## src/rtl/mem_arbiter_pkg.sv

```systemverilog
// ============================================================================
// Module      : mem_arbiter_pkg
// Description : Shared processor types for the fetch / load-store bus arbiter.
// Revision    : 1.0 - initial release
// ============================================================================
`default_nettype none

package mem_arbiter_pkg;

  typedef enum logic [1:0] {
    IDLE     = 2'd0,
    REQUEST  = 2'd1,
    WAIT_ACK = 2'd2,
    DONE     = 2'd3
  } arb_state_t;

  typedef enum logic {
    GRANT_IF  = 1'b0,
    GRANT_LSM = 1'b1
  } grant_t;

  localparam int unsigned MAX_CONSEC_DEFAULT = 4;

endpackage

`default_nettype wire

```

## src/rtl/mem_arbiter.sv

```systemverilog
// ============================================================================
// Module      : mem_arbiter
// Description : Two-master (fetch, load/store) arbiter onto one pipelined
//               Wishbone port, with starvation protection for fetch.
// Revision    : 1.0 - initial release
// ============================================================================
`default_nettype none

module mem_arbiter
  import mem_arbiter_pkg::*;
#(
  parameter int unsigned MAX_CONSEC = MAX_CONSEC_DEFAULT
) (
  input  logic        clk_i,
  input  logic        rst_i,
  input  logic        if_req_i,
  input  logic [31:0] if_addr_i,
  output logic        if_ack_o,
  output logic [31:0] if_data_o,
  input  logic        lsm_req_i,
  input  logic        lsm_we_i,
  input  logic [3:0]  lsm_sel_i,
  input  logic [31:0] lsm_addr_i,
  input  logic [31:0] lsm_data_i,
  output logic        lsm_ack_o,
  output logic [31:0] lsm_data_o,
  output logic [31:0] wb_adr_o,
  output logic [31:0] wb_dat_o,
  input  logic [31:0] wb_dat_i,
  output logic        wb_we_o,
  output logic [3:0]  wb_sel_o,
  output logic        wb_stb_o,
  output logic        wb_cyc_o,
  input  logic        wb_ack_i,
  input  logic        wb_stall_i
);

  localparam logic [1:0] S_IDLE     = IDLE;
  localparam logic [1:0] S_REQUEST  = REQUEST;
  localparam logic [1:0] S_WAIT_ACK = WAIT_ACK;
  localparam logic [1:0] S_DONE     = DONE;
  localparam logic [2:0] C_MAX_CNT  = 3'(MAX_CONSEC);

  logic [1:0]  state_q,    state_d;
  logic [2:0]  cnt_q,      cnt_d;
  grant_t      grant_q,    grant_d;
  logic [31:0] adr_q,      adr_d;
  logic [31:0] dat_q,      dat_d;
  logic        we_q,       we_d;
  logic [3:0]  sel_q,      sel_d;
  logic        stb_q,      stb_d;
  logic        cyc_q,      cyc_d;
  logic        if_ack_q,   if_ack_d;
  logic        lsm_ack_q,  lsm_ack_d;
  logic [31:0] if_data_q,  if_data_d;
  logic [31:0] lsm_data_q, lsm_data_d;

  logic w_grant_if;
  logic w_done;

  // Fetch only beats a concurrent load/store once it has waited MAX_CONSEC grants
  assign w_grant_if = if_req_i && (!lsm_req_i || (cnt_q == C_MAX_CNT));
  assign w_done     = ((state_q == S_REQUEST) && !wb_stall_i && wb_ack_i) ||
                      ((state_q == S_WAIT_ACK) && wb_ack_i);

  always_comb begin
    state_d    = state_q;
    cnt_d      = cnt_q;
    grant_d    = grant_q;
    adr_d      = adr_q;
    dat_d      = dat_q;
    we_d       = we_q;
    sel_d      = sel_q;
    stb_d      = stb_q;
    cyc_d      = cyc_q;
    if_ack_d   = 1'b0;
    lsm_ack_d  = 1'b0;
    if_data_d  = if_data_q;
    lsm_data_d = lsm_data_q;

    case (state_q)
      S_IDLE: begin
        if (if_req_i || lsm_req_i) begin
          if (w_grant_if) begin
            grant_d = GRANT_IF;
            adr_d   = if_addr_i;
            dat_d   = 32'd0;
            we_d    = 1'b0;
            sel_d   = 4'hF;
            cnt_d   = 3'd0;
          end else begin
            grant_d = GRANT_LSM;
            adr_d   = lsm_addr_i;
            dat_d   = lsm_data_i;
            we_d    = lsm_we_i;
            sel_d   = lsm_sel_i;
            if (!if_req_i)                cnt_d = 3'd0;
            else if (cnt_q != C_MAX_CNT)  cnt_d = cnt_q + 3'd1;
          end
          stb_d   = 1'b1;
          cyc_d   = 1'b1;
          state_d = S_REQUEST;
        end
      end
      S_REQUEST: begin
        if (!wb_stall_i) begin
          stb_d   = 1'b0;
          state_d = S_WAIT_ACK;
        end
      end
      S_WAIT_ACK: begin
        stb_d = 1'b0;
      end
      default: begin
        state_d = S_IDLE;
      end
    endcase

    // Completion overrides the REQUEST/WAIT_ACK transitions above
    if (w_done) begin
      state_d = S_DONE;
      stb_d   = 1'b0;
      cyc_d   = 1'b0;
      if (grant_q == GRANT_IF) begin
        if_ack_d  = 1'b1;
        if_data_d = wb_dat_i;
      end else begin
        lsm_ack_d  = 1'b1;
        lsm_data_d = wb_dat_i;
      end
    end
  end

  always_ff @(posedge clk_i or posedge rst_i) begin
    if (rst_i) begin
      state_q    <= S_IDLE;
      cnt_q      <= 3'd0;
      grant_q    <= GRANT_IF;
      adr_q      <= 32'd0;
      dat_q      <= 32'd0;
      we_q       <= 1'b0;
      sel_q      <= 4'd0;
      stb_q      <= 1'b0;
      cyc_q      <= 1'b0;
      if_ack_q   <= 1'b0;
      lsm_ack_q  <= 1'b0;
      if_data_q  <= 32'd0;
      lsm_data_q <= 32'd0;
    end else begin
      state_q    <= state_d;
      cnt_q      <= cnt_d;
      grant_q    <= grant_d;
      adr_q      <= adr_d;
      dat_q      <= dat_d;
      we_q       <= we_d;
      sel_q      <= sel_d;
      stb_q      <= stb_d;
      cyc_q      <= cyc_d;
      if_ack_q   <= if_ack_d;
      lsm_ack_q  <= lsm_ack_d;
      if_data_q  <= if_data_d;
      lsm_data_q <= lsm_data_d;
    end
  end

  assign if_ack_o   = if_ack_q;
  assign if_data_o  = if_data_q;
  assign lsm_ack_o  = lsm_ack_q;
  assign lsm_data_o = lsm_data_q;
  assign wb_adr_o   = adr_q;
  assign wb_dat_o   = dat_q;
  assign wb_we_o    = we_q;
  assign wb_sel_o   = sel_q;
  assign wb_stb_o   = stb_q;
  assign wb_cyc_o   = cyc_q;

endmodule

`default_nettype wire
```

## config.mk

```make
export PLATFORM = sky130hd
export DESIGN_NAME = mem_arbiter
export DESIGN_NICKNAME = d
export VERILOG_FILES = /design/src/rtl/mem_arbiter_pkg.sv /design/src/rtl/mem_arbiter.sv
export SDC_FILE = /design/constraint.sdc
export NUM_CORES = 1
export LEC_CHECK = 0
export CAP_MARGIN = 20
export CORE_MARGIN = 2
export CORE_UTILIZATION = 37
export CTS_CLUSTER_DIAMETER = 30
export DETAILED_ROUTE_END_ITERATION = 10
export PLACE_DENSITY = 0.76
export SLEW_MARGIN = 15
export SYNTH_ARGS = -nofsm -noshare
export SYNTH_HDL_FRONTEND = slang
export SYNTH_SLANG_ARGS = --single-unit
```

## constraint.sdc

```tcl
create_clock -name clk_i -period 4.5 [get_ports clk_i]
set_clock_uncertainty 0.1 [all_clocks]
set_input_delay 0.675 -clock clk_i [delete_from_list [all_inputs] [get_ports clk_i]]
set_output_delay 0.675 -clock clk_i [all_outputs]
set_load 0.005 [all_outputs]
```

* Yosys cells after proc, flatten, opt, wreduce, memory -nomap -nowiden
Cells that the tools add are included.
Word-level totals: flip-flop bits (word level) 143, bits in read-only memories 0, memories 0, bits in writable memories 0, latch bits 0, input bits 139, output and inout bits 137
Operators by class: reductions and logical operators 20, magnitude comparators 0, multipliers 0, equality and inequality tests 8, shift-type cells 0, bitwise gates (word level) 1, muxes and demuxes 22, $add $sub $neg 1, div/mod/pow operators 0
Operators by type and width (number):
- two-way mux 32 bit | 2
- two-way mux 1 bit | 11
- two-way mux 3 bit | 3
- inequality test 3 bit (second input constant) | 3
- AND reduction 3 bit | 3
- AND reduction 2 bit | 4
- two-way mux 2 bit | 3
- case mux 2 bit (3 select lines) | 1
- logical AND 1 bit | 4
- two-way mux 4 bit | 1
- nonzero test 2 bit | 2
- nonzero test 4 bit | 1
- adder 3 x 1 -> 3 bit (second input constant) | 1
- equality test 3 bit (second input constant) | 1
- logical OR 1 bit | 3
- inequality test 3 x 1 -> 1 bit (second input constant) | 1
- case mux 1 bit (3 select lines) | 1
- equality test 2 x 1 -> 1 bit (second input constant) | 1
- equality test 2 bit (second input constant) | 1
- zero test 1 bit | 2
- zero test 2 bit | 1
- inequality test 2 bit (second input constant) | 1
- inverter 1 bit | 1

* Depth between registers and ports, before layout
Gate-level depths: netlist (run 1).
depth in word-level cells 6, mapped depth 8

* Worst setup path after synthesis (run 1)
OpenSTA, ideal clock, no wires.
path kind register to register, from reg state_q[1], to reg if_data_q[0], in the netlist if_data_o[0], arrival 1.698 ns, path slack 2.577 ns, stages on the path, launching flop included 9, period minus slack after synthesis 1.923 ns, cells stage by stage dfrtp_1 -> inv_1 -> ha_1 -> nor2b_4 -> o21ai_2 -> or2_1 -> buf_6 -> inv_2 -> mux2_2
Between the ends: cells in the longest elaborated chain, start to end 5, elaborated cells on any way between the ends 7, those cells by class eq/ne: 2; reduce/logical: 5
Ends and longest elaborated chain:
- start: declaration | RTL line mem_arbiter.sv:44 | logic [1:0] state_q, state_d;
- start signal: assignment | RTL line mem_arbiter.sv:150 | state_q <= state_d;
- equality test 2 x 1 -> 1 bit | RTL line mem_arbiter.sv:63 | assign w_done = ((state_q == S_REQUEST) && !wb_stall_i && wb_ack_i) ||
- logical AND 1 bit (2 in a row) | RTL line mem_arbiter.sv:63
- logical OR 1 bit (*) | RTL line mem_arbiter.sv:63
- AND reduction 2 bit (no source line) (*)
- end signal: assignment | RTL line mem_arbiter.sv:161 | if_data_q <= if_data_d;
- end: declaration | RTL line mem_arbiter.sv:55 | logic [31:0] if_data_q, if_data_d;
Every way passes the cells marked *; elsewhere a longest branch is shown, timed or not. A chain may end at the register's enable or synchronous reset.

* Final worst setup path (run 1)
from in if_req_i, to reg adr_q[29], in the netlist wb_adr_o[29]
Between the ends: cells in the longest elaborated chain, start to end 2, elaborated cells on any way between the ends 4, those cells by class mux: 1; reduce/logical: 3
Ends and longest elaborated chain:
- start: declaration | RTL line mem_arbiter.sv:16 | input logic if_req_i,
- logical AND 1 bit or logical OR 1 bit (tied branches) | RTL line mem_arbiter.sv:62, mem_arbiter.sv:83
- two-way mux 32 bit or AND reduction 2 bit (tied branches)
- end signal: assignment | RTL line mem_arbiter.sv:153 | adr_q <= adr_d;
- end: declaration | RTL line mem_arbiter.sv:47 | logic [31:0] adr_q, adr_d;
Several ways; a longest one is shown, not always the timed one.

==> results by group, run 1 <==
Global routing
  – Largest net degree at the start of global routing: 81
  – GR Util met1: 23.37%
  – GRT Total Usage: 19.75%
  – Initial antenna violation count: 0
  – Met2 Usage GRT: 33.20%
  – Busiest layer in global routing: met2
  – Vias in the first global route: 4984
  – M3 GR Usage: 7.134%
  – First-pass GRT wire length: 25.59 mm
  – GRT Residual Overflow: 0

CTS
  – Hold buffers post-CTS: 0
  – Clock sink total: 143
  – Setup Buffers After CTS: 0
  – Maximum root-to-sink buffer count: 2
  – Clk_lat worst skew: 0.42 ns
  – Reg clk slew, reported paths: 0.06 ns
  – CTS H-tree lvls: 4
  – Root buffer cell: clkbuf_16
  – PostCTS Resize Cnt: 0
  – CTS tree: done
  – Num CTS Buffers: 17

Worst hold path
  – Worst hold path class: register to register
  – Hold depth: 2
  – Worst Hold End: wb_sel_o[0]
  – HP Start: wb_sel_o[0]

Timing
  – Worst slew margin: 36.73%
  – Final count of hold timing violations: 0
  – RSZ-0062 raised after global routing: false
  – TNS Setup: 0 ns
  – Final setup margin: 1.861 ns
  – Max Clk Rate: 0.3789 GHz
  – Period utilisation layout: 58.65%
  – Slew @ Worst Pin: 0.9466 ns
  – Final setup viols: 0
  – Fin. max-slew vios: 0
  – Fin crit period: 2.639 ns

Final layout
  – Filler cells: 1268
  – Area delta synth->final: 61.20%
  – Fraction of layout cells with a size suffix above 1: 13.95%
  – Post-layout util: 60.51%
  – Post-route insts no fill: 990
  – Footprint of the multi-input gates: 0.002168 mm^2
  – N_diodes: 0
  – Register Area: 0.003578 mm^2
  – Commonest non-fill, non-tap cell in the layout: clkdlybuf4s50_1
  – NumNets Final: 908
  – Most frequent cells in the layout: clkdlybuf4s50_1, dfrtp_1, nand2_1

Synthesis
  – Mapped Cells: 491
  – Largest family of logic cells by synthesized area: multiplexers
  – Synth area leaders: dfrtp_1, mux2_2, nand2_1
  – Main synth FF type: dfrtp_1
  – Xor and xnor area share after synthesis: 0%
  – Adder-cell share of the synthesized area: 1.273%
  – #FFs+latches synth: 143
  – Yosys top cell by area: dfrtp_1
  – Post-synth top area share: 60.67%
  – Ys Warns: 0
  – Asr flop ratio synth: 100.0%
  – Unique masters post-synth: 28
  – Syn Nets: 636
  – Cell Area, Synth: 0.005898 mm^2
  – Synth Area in Compound Gates: 7.382%
  – Sequential area share after synthesis: 60.67%
  – Synth Area in Simple Gates: 8.485%
  – Number of synthesized flops with an enable pin: 0
  – Mux cell area share after synthesis: 19.09%
  – Avg Inst Size Synth: 12.01 um^2

Die
  – Initial Util: 37.54%
  – Core area: 0.01571 mm^2
  – I/O pins: 276
  – Die area: 0.01697 mm^2
  – Chip height: 130.3 um
  – DIE WIDTH: 130.3 um
  – Std cell rows: 46

Worst setup path
  – Reg2Reg Capture Point: wb_adr_o[29]
  – CP max FO: 41
  – WP data required: 4.66 ns
  – Worst R2R Path Depth: 7
  – Top delay family on crit path: buffers and inverters
  – Worst setup EP type: register
  – Levels on crit path: 5
  – Largest stage delay, worst path: 0.81 ns
  – Worst R2R Setup Slack: 2.03 ns
  – Worst setup SP type: input port
  – CP arrival: 2.80 ns
  – CP Buf/Inv Count: 2
  – Worst r2r src: cnt_q[0]
  – Crit Path Category: input port to register
  – Slowest CP cell: a21boi_4
  – CP Cell Sequence: clkdlybuf4s50_1, a21boi_4, buf_12, mux2i_1, o21ai_0

Routing
  – Via-to-Cell Ratio: 4.721
  – Iter 0 DRT Violations: 157
  – WL/cell: 16.59 um
  – Via count: 4674
  – Final wirelength: 16.42 mm
  – Routed Antenna Nets: 0
  – DR DRC count: 0
  – Drt pass-1 iters: 4

Power and ir drop
  – Tot Pwr: 6.345 mW
  – P_leak: 4.130 nW
  – Peak supply drop: 0.2914 mV
  – Net switching power: 1.866 mW
  – Switching share of power: 29.41%
  – Logic pwr share: 42.0%
  – Clk pwr share: 22.4%
  – P per Cell Area: 667.4 mW/mm^2
  – Register share of total power: 35.7%
  – Cell-internal power: 4.479 mW

Place
  – Pre-CTS setup slack: 1.398 ns
  – Dpl cells: 960
  – # port buffers: 275
  – GPL Wtd Cong: 0.7739
  – DPL Wire Length: 11.94 mm

Run status
  – Status: finished, final reports clean

Flow run
  – Max-Cap Viols: 0
## through the flow
stage / cell area, um^2 / hold slack, ns
4_1_cts: 9508 / 0.3816
2_1_floorplan: 5902 / 0.3628
3_3_place_gp: 8886 / 0.3484
5_1_grt: 9508 / 0.4024
6_report: 9508 / 0.3751
3_5_place_dp: 8914 / 0.3675
## state kept, by name, indices dropped and copies added (netlist names)
| name | cells |
|---|---|
| wb_adr_o | 32 |
| if_data_o | 32 |
| wb_sel_o | 4 |
| wb_dat_o | 32 |
| wb_we_o | 1 |
| state_q | 2 |
| lsm_data_o | 32 |
| if_ack_o | 1 |
| wb_cyc_o | 1 |
| cnt_q | 3 |
| wb_stb_o | 1 |
| grant_q | 1 |
| lsm_ack_o | 1 |
## worst max-delay path by stage
stage / startpoint / end / slack, ns
finish: if_req_i / wb_adr_o[29] / 1.86
global route: if_req_i / wb_adr_o[16] / 1.65
CTS: if_req_i / wb_adr_o[29] / 1.85
detailed placement: if_req_i / wb_adr_o[29] / 1.40
global placement: if_req_i / wb_adr_o[16] / 1.53
floorplan: rst_i / cnt_q[0] / 1.93
## synthesized netlist by cell type (2+ instances only)
| library cell | n |
|---|---|
| mux2i_1 | 33 |
| nand3_1 | 4 |
| buf_4 | 3 |
| buf_6 | 3 |
| o21a_1 | 2 |
| ha_1 | 6 |
| mux2_4 | 20 |
| nand2_1 | 117 |
| a21oi_1 | 2 |
| mux2_2 | 44 |
| dfrtp_1 | 143 |
| clkbuf_1 | 14 |
| buf_2 | 8 |
| o21ai_0 | 72 |
| inv_1 | 7 |
## power by group through the flow
stage          registers, mW  logic [mW]  clock network [mW]
6_report                2.26        2.66                1.42
5_1_grt                 2.34        2.92                1.50
3_3_place_gp            2.24        2.61                   0
3_5_place_dp            2.28        2.70                   0
4_1_cts                 2.27        2.71                1.45
2_1_floorplan           2.28        1.02                   0
## routing by layer
| layer | vias to the layer above | part of all wire, % |
|---|---|---|
| met5 | - | 0 |
| met2 | 205 | 50 |
| met3 | 18 | 9.6 |
| met1 | 2249 | 39 |
| li1 | 2202 | - |
| met4 | 0 | 1.4 |
## kinds of logic after synthesis
logic type / Yosys count
adders and majority gates: 6
buffers and inverters: 37
muxes: 97
DFF: 143
and+or+nand+nor: 126
AOI/OAI and AO/OA: 82
## final cells by class
type	instances	area share, %
inverters	8	0.3553
clock buffers	20	4.803
flip-flops and latches	143	37.64
multi-input cells	311	22.81
clock inverters	10	1.448
well taps	216	2.842
repair buffers	282	30.11
## worst min-delay path: stages (launching register included)
cell,delay [ns]
dfrtp_1,0.34
nand2_1,0.05
nand2_1,0.05
Power figures use the tool's default switching activity.
==> run 2: changes to the inputs <==
--- a/config.mk
+++ b/config.mk
@@ -7,10 +7,10 @@
 export LEC_CHECK = 0
 export CAP_MARGIN = 20
 export CORE_MARGIN = 2
-export CORE_UTILIZATION = 37
+export CORE_UTILIZATION = 41
 export CTS_CLUSTER_DIAMETER = 30
 export DETAILED_ROUTE_END_ITERATION = 10
-export PLACE_DENSITY = 0.76
+export PLACE_DENSITY = 0.8
 export SLEW_MARGIN = 15
 export SYNTH_ARGS = -nofsm -noshare
 export SYNTH_HDL_FRONTEND = slang
==> constraint.sdc (replaced) <==
create_clock -name clk_i -period 2.7 [get_ports clk_i]
set_clock_uncertainty 0.1 [all_clocks]
set_input_delay 0.405 -clock clk_i [delete_from_list [all_inputs] [get_ports clk_i]]
set_output_delay 0.405 -clock clk_i [all_outputs]
set_load 0.005 [all_outputs]
==> run 2 against run 1 <==
  * Critical path depth rose by 2
  * Register-to-register slack got worse by 1.5 ns
  * Non-clock buffer count rose by 3
  * Via count rose by 0.24%
  * Final area fell by 0.43%
  * Routed wire length fell by 5.8%
  * Total power rose by 66%
  * Sequential cell count did not move
  * Worst setup slack got worse by 1.3 ns
  * First-iteration DRC count rose by 7.0%
  * Global-route usage rose by 0.67 points
==> results by group, run 2 (synthesis results as in run 1) <==
Run status
  – Status: finished, final reports clean

Place
  – GPL Wtd Cong: 0.8276 (+6.9%)
  – # port buffers: 275 (unchanged)
  – Pre-CTS setup slack: 0.3522 ns (-1.046 ns)
  – DPL Wire Length: 11.38 mm (-4.6%)

Power and ir drop
  – P_leak: 4.130 nW (about the same)
  – Peak supply drop: 0.4886 mV (+68%)
  – P per Cell Area: 1111 mW/mm^2 (+66%)
  – Tot Pwr: 10.51 mW (+66%)

Die
  – Std cell rows: 43 (-6.5%)
  – DIE WIDTH: 123.9 um (-4.8%)
  – Core area: 0.01399 mm^2 (-11%)
  – I/O pins: 276 (unchanged)
  – Die area: 0.01536 mm^2 (-9.5%)
  – Chip height: 123.9 um (-4.8%)
  – Initial Util: 42.16% (+4.6 points)

Worst hold path
  – HP Start: wb_sel_o[2]
  – Hold depth: 2 (unchanged)
  – Worst Hold End: wb_sel_o[2]
  – Worst hold path class: register to register

Worst setup path
  – CP Cell Sequence: inv_1, ha_1, nor2b_4, o21ai_2, or2_1, buf_12, mux2_2
  – Worst R2R Path Depth: 7 (unchanged)
  – Worst setup SP type: register
  – Slowest CP cell: dfrtp_1
  – Largest stage delay, worst path: 0.39 ns (-0.42 ns)
  – CP arrival: 2.36 ns (-0.44 ns)
  – CP max FO: 22 (-46%)
  – WP data required: 2.89 ns (-1.77 ns)
  – Worst r2r src: state_q[1]
  – Worst R2R Setup Slack: 0.53 ns (-1.50 ns)
  – Worst setup EP type: register
  – Reg2Reg Capture Point: if_data_o[29]
  – Crit Path Category: register to register
  – Launch point of the worst path: state_q[1]

Global routing
  – Largest net degree at the start of global routing: 144 (+78%)
  – First-pass GRT wire length: 23.84 mm (-6.8%)
  – Initial antenna violation count: 0 (unchanged)
  – GRT Total Usage: 20.42% (+0.67 points)
  – Vias in the first global route: 4743 (-4.8%)
  – GRT Residual Overflow: 0 (unchanged)

CTS
  – Hold buffers post-CTS: 0 (unchanged)
  – Clock sink total: 143 (unchanged)
  – Num CTS Buffers: 17 (unchanged)
  – CTS H-tree lvls: 4 (unchanged)
  – CTS tree: done
  – Root buffer cell: clkbuf_16
  – PostCTS Resize Cnt: 0 (unchanged)
  – Clk_lat worst skew: 0.41 ns (about the same)
  – Reg clk slew, reported paths: 0.06 ns (about the same)
  – Maximum root-to-sink buffer count: 2 (unchanged)
  – Setup Buffers After CTS: 0 (unchanged)

Routing
  – Final wirelength: 15.46 mm (-5.8%)
  – DR DRC count: 0 (unchanged)
  – Routed Antenna Nets: 0 (unchanged)
  – WL/cell: 16.12 um (-2.8%)
  – Via-to-Cell Ratio: 4.885 (+3.5%)
  – Iter 0 DRT Violations: 168 (+7.0%)
  – Drt pass-1 iters: 5 (+1)
  – Via count: 4685 (+0.24%)

Timing
  – Fin. max-slew vios: 0 (unchanged)
  – RSZ-0062 raised after global routing: false
  – Max Clk Rate: 0.4616 GHz
  – Final setup viols: 0 (unchanged)
  – Final count of hold timing violations: 0 (unchanged)
  – Final setup margin: 0.5335 ns (-1.327 ns)
  – Worst slew margin: 49.52% (+13 points)
  – Period utilisation layout: 80.24%
  – Fin crit period: 2.166 ns
  – Slew @ Worst Pin: 0.7571 ns (-0.1895 ns)
  – TNS Setup: 0 ns (unchanged)
  – Hold Slack: 0.3729 ns (-0.002192 ns)

Final layout
  – N_diodes: 0 (unchanged)
  – Fraction of layout cells with a size suffix above 1: 14.38% (+0.42 points)
  – NumNets Final: 911 (+0.33%)
  – Post-layout util: 67.67% (+7.2 points)
  – Commonest non-fill, non-tap cell in the layout: clkdlybuf4s50_1
  – Area delta synth->final: 60.50%
  – Most frequent cells in the layout: clkdlybuf4s50_1, dfrtp_1, nand2_1

Flow run
  – Max-Cap Viols: 0 (unchanged)
## run 2: cell count changes in the layout (fill, tap and decap cells not counted)
cell / delta
buf_16: -1
clkbuf_1: +1
inv_6: +1
clkinvlp_4: +1
clkinv_4: +1
buf_4: +4
clkbuf_8: -2
## run 2: worst max-delay path, delay by kind of cell (launching register included)
| kind | cells | cell delay, ns |
|---|---|---|
| AOI/OAI and AO/OA | 1 | 0.19 |
| adders and majority gates | 1 | 0.24 |
| buffers and inverters | 2 | 0.32 |
| DFF | 1 | 0.39 |
| muxes | 1 | 0.35 |
| and+or+nand+nor | 2 | 0.45 |
## run 2: through the flow
stage / area (um^2) / cells
after floorplan: 5902 / 491
after global placement: 8871 / 927
after detailed placement: 8871 / 927
after CTS: 9467 / 959
after global routing: 9467 / 959
final: 9467 / 959
## run 2: area by class of cell
class                   count  area, um^2
flip-flops and latches    143        3578
repair buffers            285        2865
multi-input cells         311        2168
inverters                   8       33.78
well taps                 180       225.2
clock buffers              19       432.9
fillers                  1014        4522
clock inverters            13       162.7
## run 2: where the power goes
| group | switching (mW) | total, mW | internal, mW |
|---|---|---|---|
| Sequential | 0.585 | 3.77 | 3.19 |
| Combinational | 1.62 | 4.39 | 2.77 |
| Clock | 0.893 | 2.35 | 1.45 |
| Total | 3.10 | 10.5 | 7.42 |
## run 2: worst max path at each step
stage                    end  depth (start not counted)  slack, ns
6_report       if_data_o[29]                          7       0.53
5_1_grt        if_data_o[31]                          7       0.41
4_1_cts        if_data_o[29]                          7       0.52
3_5_place_dp   if_data_o[28]                          6       0.35
3_3_place_gp   if_data_o[29]                          6       0.41
2_1_floorplan       cnt_q[0]                          1       0.40
## run 2: layer usage
layer  part of all wire [%]  track usage, %
met1                     39           23.72
met2                     50           34.65
met3                    9.4           7.555
met4                    1.5           7.444
met5                      0               0
==> RTL change 1 (config.mk and constraints of run 2) <==
`lsm_data_q` no longer has a reset.
--- a/src/rtl/mem_arbiter.sv
+++ b/src/rtl/mem_arbiter.sv
@@ -147,3 +147,2 @@
       if_data_q  <= 32'd0;
-      lsm_data_q <= 32'd0;
     end else begin
@@ -161,4 +160,7 @@
       if_data_q  <= if_data_d;
-      lsm_data_q <= lsm_data_d;
     end
+  end
+
+  always_ff @(posedge clk_i) begin
+    lsm_data_q <= lsm_data_d;
   end
Formal check against the unedited RTL: differs if rst_i is asserted again (counterexample within 4 cycles, from zero or initial values and one cycle with rst_i high); with rst_i held inactive, the same outputs for 4 cycles.
==> RTL change 1 against run 2 <==
  * Power fell by 9.7%
  * Sequential cell count unchanged
  * Wire length decreased by 0.52%
  * Critical path type unchanged
  * Final area down 2.0%
  * Setup slack better by 0.10 ns
  * Count of clock-buffer cells in the layout stayed put
  * Critical path depth stayed put
  * Area after synthesis decreased by 2.5%
==> RTL change 1: results (changes against run 2) <==
overall via count from detail_route 4473 (was 4685); number of global-route vias before repair 4566 (was 4743); Sw Pwr 2.85 mW (was 3.10 mW); WP data arrival 2.26 ns (was 2.36 ns); CP delay by family, top flip-flops (was simple AND/OR/NAND/NOR gates); largest net degree at the start of global routing 77 (was 144); DRT Pass-1 Iters 4 (was 5); worst hold path type input pin to asynchronous set/reset pin (was register to register); met1 WL 5.96 mm (was 6.07 mm); hpwl dp 11.4 mm (about the same); metal2 WL 7.61 mm (was 7.69 mm); top cells by area, synth dfrtp_1 (48%), edfxtp_1 (17%), nand2_1 (7.6%) (was dfrtp_1 (61%), mux2_2 (8.4%), nand2_1 (7.4%)); Post-synth top cells nand2_1 (117), dfrtp_1 (111), o21ai_0 (72) (was dfrtp_1 (143), nand2_1 (117), o21ai_0 (72)); maximum fanout along the worst path 19 (was 22); Post-synth EDFFs 32 (was 0); peak supply drop 0.424 mV (was 0.489 mV); Detailed Route Iter0 Violations 261 (was 168); Placer Congestion 0.779 (was 0.828); run status completed (unchanged); proportion of layout cells with a drive suffix above 1 11.0% (was 14.4%); Seq/Total Area, Yosys 65.0% (was 60.7%); via/cell ratio 4.83 (was 4.89); slew at the pin closest to its max-slew limit 0.534 ns (was 0.757 ns); final net count 880 (was 911); Gate power share 40.1% (was 41.8%)
## RTL change 1: metrics by stage
step	util, %	instances	total power [mW]	cell area, um2
3_5_place_dp	63.4	896	7.44	8740
5_1_grt	67.4	927	10.1	9280
2_1_floorplan	-	457	5.12	5760
3_3_place_gp	63.4	896	7.26	8740
6_report	67.4	927	9.49	9280
4_1_cts	67.4	927	9.60	9280
## RTL change 1: per-layer routing
layer	global-route usage, %	vias to the layer above
met5	0	-
met4	8.05	0
met3	7.62	31
met2	35.0	215
met1	24.5	2110
li1	-	2117
## RTL change 1: logic make-up after synthesis
| family | Yosys count | synth area share [%] |
|---|---|---|
| flip-flops | 143 | 65.0 |
| AND/OR/NAND/NOR | 127 | 8.90 |
| AO/OA/AOI/OAI | 81 | 7.48 |
| multiplexers | 65 | 13.9 |
| buffers and inverters | 35 | 3.42 |
| adder cells (fa/ha/maj) | 6 | 1.31 |
## RTL change 1: cell type report
| type | instances | share of cell area (%) |
|---|---|---|
| Sequential cell | 143 | 40.3 |
| Timing Repair Buffer | 286 | 31.2 |
| Multi-Input combinational cell | 279 | 19.9 |
| Clock buffer | 19 | 4.88 |
| Tap cell | 180 | 2.43 |
| Clock inverter | 12 | 0.931 |
| Inverter | 8 | 0.364 |
## RTL change 1: worst paths after layout
kind | start | to | slack (ns) | cells after the start
min in group clk_i | wb_sel_o[0] | wb_sel_o[0] | 0.36 | 2
max in group asynchronous | rst_i | wb_adr_o[7] | 1.59 | 3
worst max-delay path | state_q[1] | if_data_o[30] | 0.63 | 7
worst min-delay path | rst_i | wb_dat_o[3] | 0.29 | 2
worst max register to register | state_q[1] | if_data_o[30] | 0.63 | 7
worst min register to register | wb_sel_o[0] | wb_sel_o[0] | 0.36 | 2
==> RTL change 2 (flow settings as in run 2) <==
Made on the original files. Reset style: synchronous (`rst_i`), changed in one clocked block.
--- a/src/rtl/mem_arbiter.sv
+++ b/src/rtl/mem_arbiter.sv
@@ -133,3 +133,3 @@
 
-  always_ff @(posedge clk_i or posedge rst_i) begin
+  always_ff @(posedge clk_i) begin
     if (rst_i) begin
Behaviour: differs if rst_i is asserted again (counterexample within 4 cycles, from zero or initial values and one cycle with rst_i high); with rst_i held inactive, the same outputs for 4 cycles.
==> RTL change 2 against run 2 <==
  * Core utilization is 1.1 points lower
  * Die area is 0.35% lower
  * Setup slack better by 0.18 ns
  * Sequential cell count stayed put
  * Wire length is 15% higher
  * Area after synthesis is 0.36% lower
  * Sequential power is 28% lower
  * Final area is 2.0% lower
  * Count of clock-buffer cells in the layout is 5 higher
  * Power is 30% lower
==> RTL change 2: results (changes against run 2) <==
Yosys warnings 0 (unchanged); Mean Syn Cell Area 8.92 um2 (was 12.0 um2); Mapped Nets 804 (was 636); post-CTS sizing 0 (unchanged); Root Driver clkbuf_16 (unchanged); Sw Pwr 2.25 mW (was 3.10 mW); WL/cell 16.3 um (was 16.1 um); CP max stage delay 0.39 ns (about the same); dpl ws 0.471 ns (was 0.352 ns); initial antenna violation count 0 (unchanged); WP data arrival 2.23 ns (was 2.36 ns); largest net degree at the start of global routing 95 (was 144); static leakage 3.50 nW (was 4.13 nW); worst hold path type register to register (unchanged); Placer Congestion 0.805 (was 0.828); worst-skew pair later-pin latency 0.42 ns; overall via count from detail_route 5737 (was 4685); # H-tree levels 4 (unchanged); run status completed (unchanged); diode count 0 (unchanged); Post-Route WL 17.9 mm (was 15.5 mm); Slowest-stage cell, CP o21a_4 (was dfrtp_1); first-pass GRT wire length 26.7 mm (was 23.8 mm); maximum fanout along the worst path 24 (was 22); Tot GR Track Use 22.3% (was 20.4%); Detailed Route Iter0 Violations 377 (was 168); Netlist cell types 37 (was 28); Post-synth top cells dfxtp_1 (143), nand2_1 (132), mux2i_1 (64) (was dfrtp_1 (143), nand2_1 (117), o21ai_0 (72)); top_reg_cell synth dfxtp_1 (was dfrtp_1); slew at the pin closest to its max-slew limit 0.611 ns (was 0.757 ns); # hold bufs at CTS 0 (unchanged); peak supply drop 0.474 mV (was 0.489 mV); Cell Count Post-Placement 1066 (was 927); asr flop ratio synth 0% (was 100%); maximum clock path buffer count 2 (unchanged); DRT Pass-1 Iters 4 (was 5); CTS buffer count 17 (unchanged); proportion of layout cells with a drive suffix above 1 5.78% (was 14.4%); number of global-route vias before repair 5363 (was 4743); Placement Cell Area 8760 um2 (was 8870 um2); Seq/Total Area, Yosys 48.7% (was 60.7%); top cells by area, synth dfxtp_1 (49%), mux2i_1 (11%), nand2_1 (8.4%) (was dfrtp_1 (61%), mux2_2 (8.4%), nand2_1 (7.4%)); setup bufs post-CTS 0 (unchanged); CP delay by family, top compound AO/OA/AOI/OAI gates (was simple AND/OR/NAND/NOR gates); IO Port Bufs 275 (unchanged); clock transition at the registers of the reported paths 0.05 ns; hpwl dp 12.1 mm (was 11.4 mm)
## RTL change 2: cells by family after synthesis
logic type / after synthesis / synth area share (%)
compound gates: 154 / 17.6
fa+ha+maj: 6 / 1.28
buf+inv: 71 / 5.92
flops: 143 / 48.7
mux: 64 / 10.9
simple gates: 221 / 15.6
## RTL change 2: worst paths after layout
check	slack, ns	to	from	cells after the start
worst min-delay path	0.35	wb_dat_o[1]	wb_dat_o[1]	2
worst max register to register	0.71	wb_dat_o[0]	state_q[1]	6
worst min register to register	0.35	wb_dat_o[1]	wb_dat_o[1]	2
worst max-delay path	0.71	wb_dat_o[0]	state_q[1]	6
## RTL change 2: power by group through the flow
| stage | clock (mW) | combinational (mW) | sequential, mW |
|---|---|---|---|
| finish | 2.07 | 2.56 | 2.73 |
| global route | 2.20 | 2.78 | 2.78 |
| CTS | 2.11 | 2.57 | 2.74 |
| detailed placement | 0 | 2.55 | 2.78 |
| global placement | 0 | 2.52 | 2.76 |
| floorplan | 0 | 1.22 | 2.79 |
## RTL change 2: worst register-to-register path: cells and delay by family (launching register included)
| family | cells | cell delay, ns |
|---|---|---|
| AOI/OAI and AO/OA | 3 | 0.69 |
| DFF | 1 | 0.34 |
| adders and majority gates | 1 | 0.35 |
| buffers and inverters | 2 | 0.42 |
## RTL change 2: metal layers
| layer | share of wire [%] | vias to the layer above | routed length (um) | track usage, % |
|---|---|---|---|---|
| li1 | - | 2805 | - | - |
| met1 | 40 | 2686 | 7080 | 25.9 |
| met2 | 48 | 201 | 8610 | 37.0 |
| met3 | 8.6 | 45 | 1530 | 7.23 |
| met4 | 3.5 | 0 | 633 | 10.6 |
| met5 | 0 | - | 0 | 0 |
## RTL change 2: final cells by class
cell class,count,area [um2]
fill,1145,4660
timing repair buffer,291,2960
sequential,143,2860
multi-input combinational,445,2690
clock buffer,24,472
tap,180,225
clock inverter,7,38.8
inverter,7,26.3
## RTL change 2: through the flow
stage          utilization [%]  hold WS, ns
2_1_floorplan                -        0.348
3_3_place_gp              62.9        0.338
3_5_place_dp              62.9        0.342
4_1_cts                   66.6        0.350
5_1_grt                   66.6        0.361
6_report                  66.6        0.347
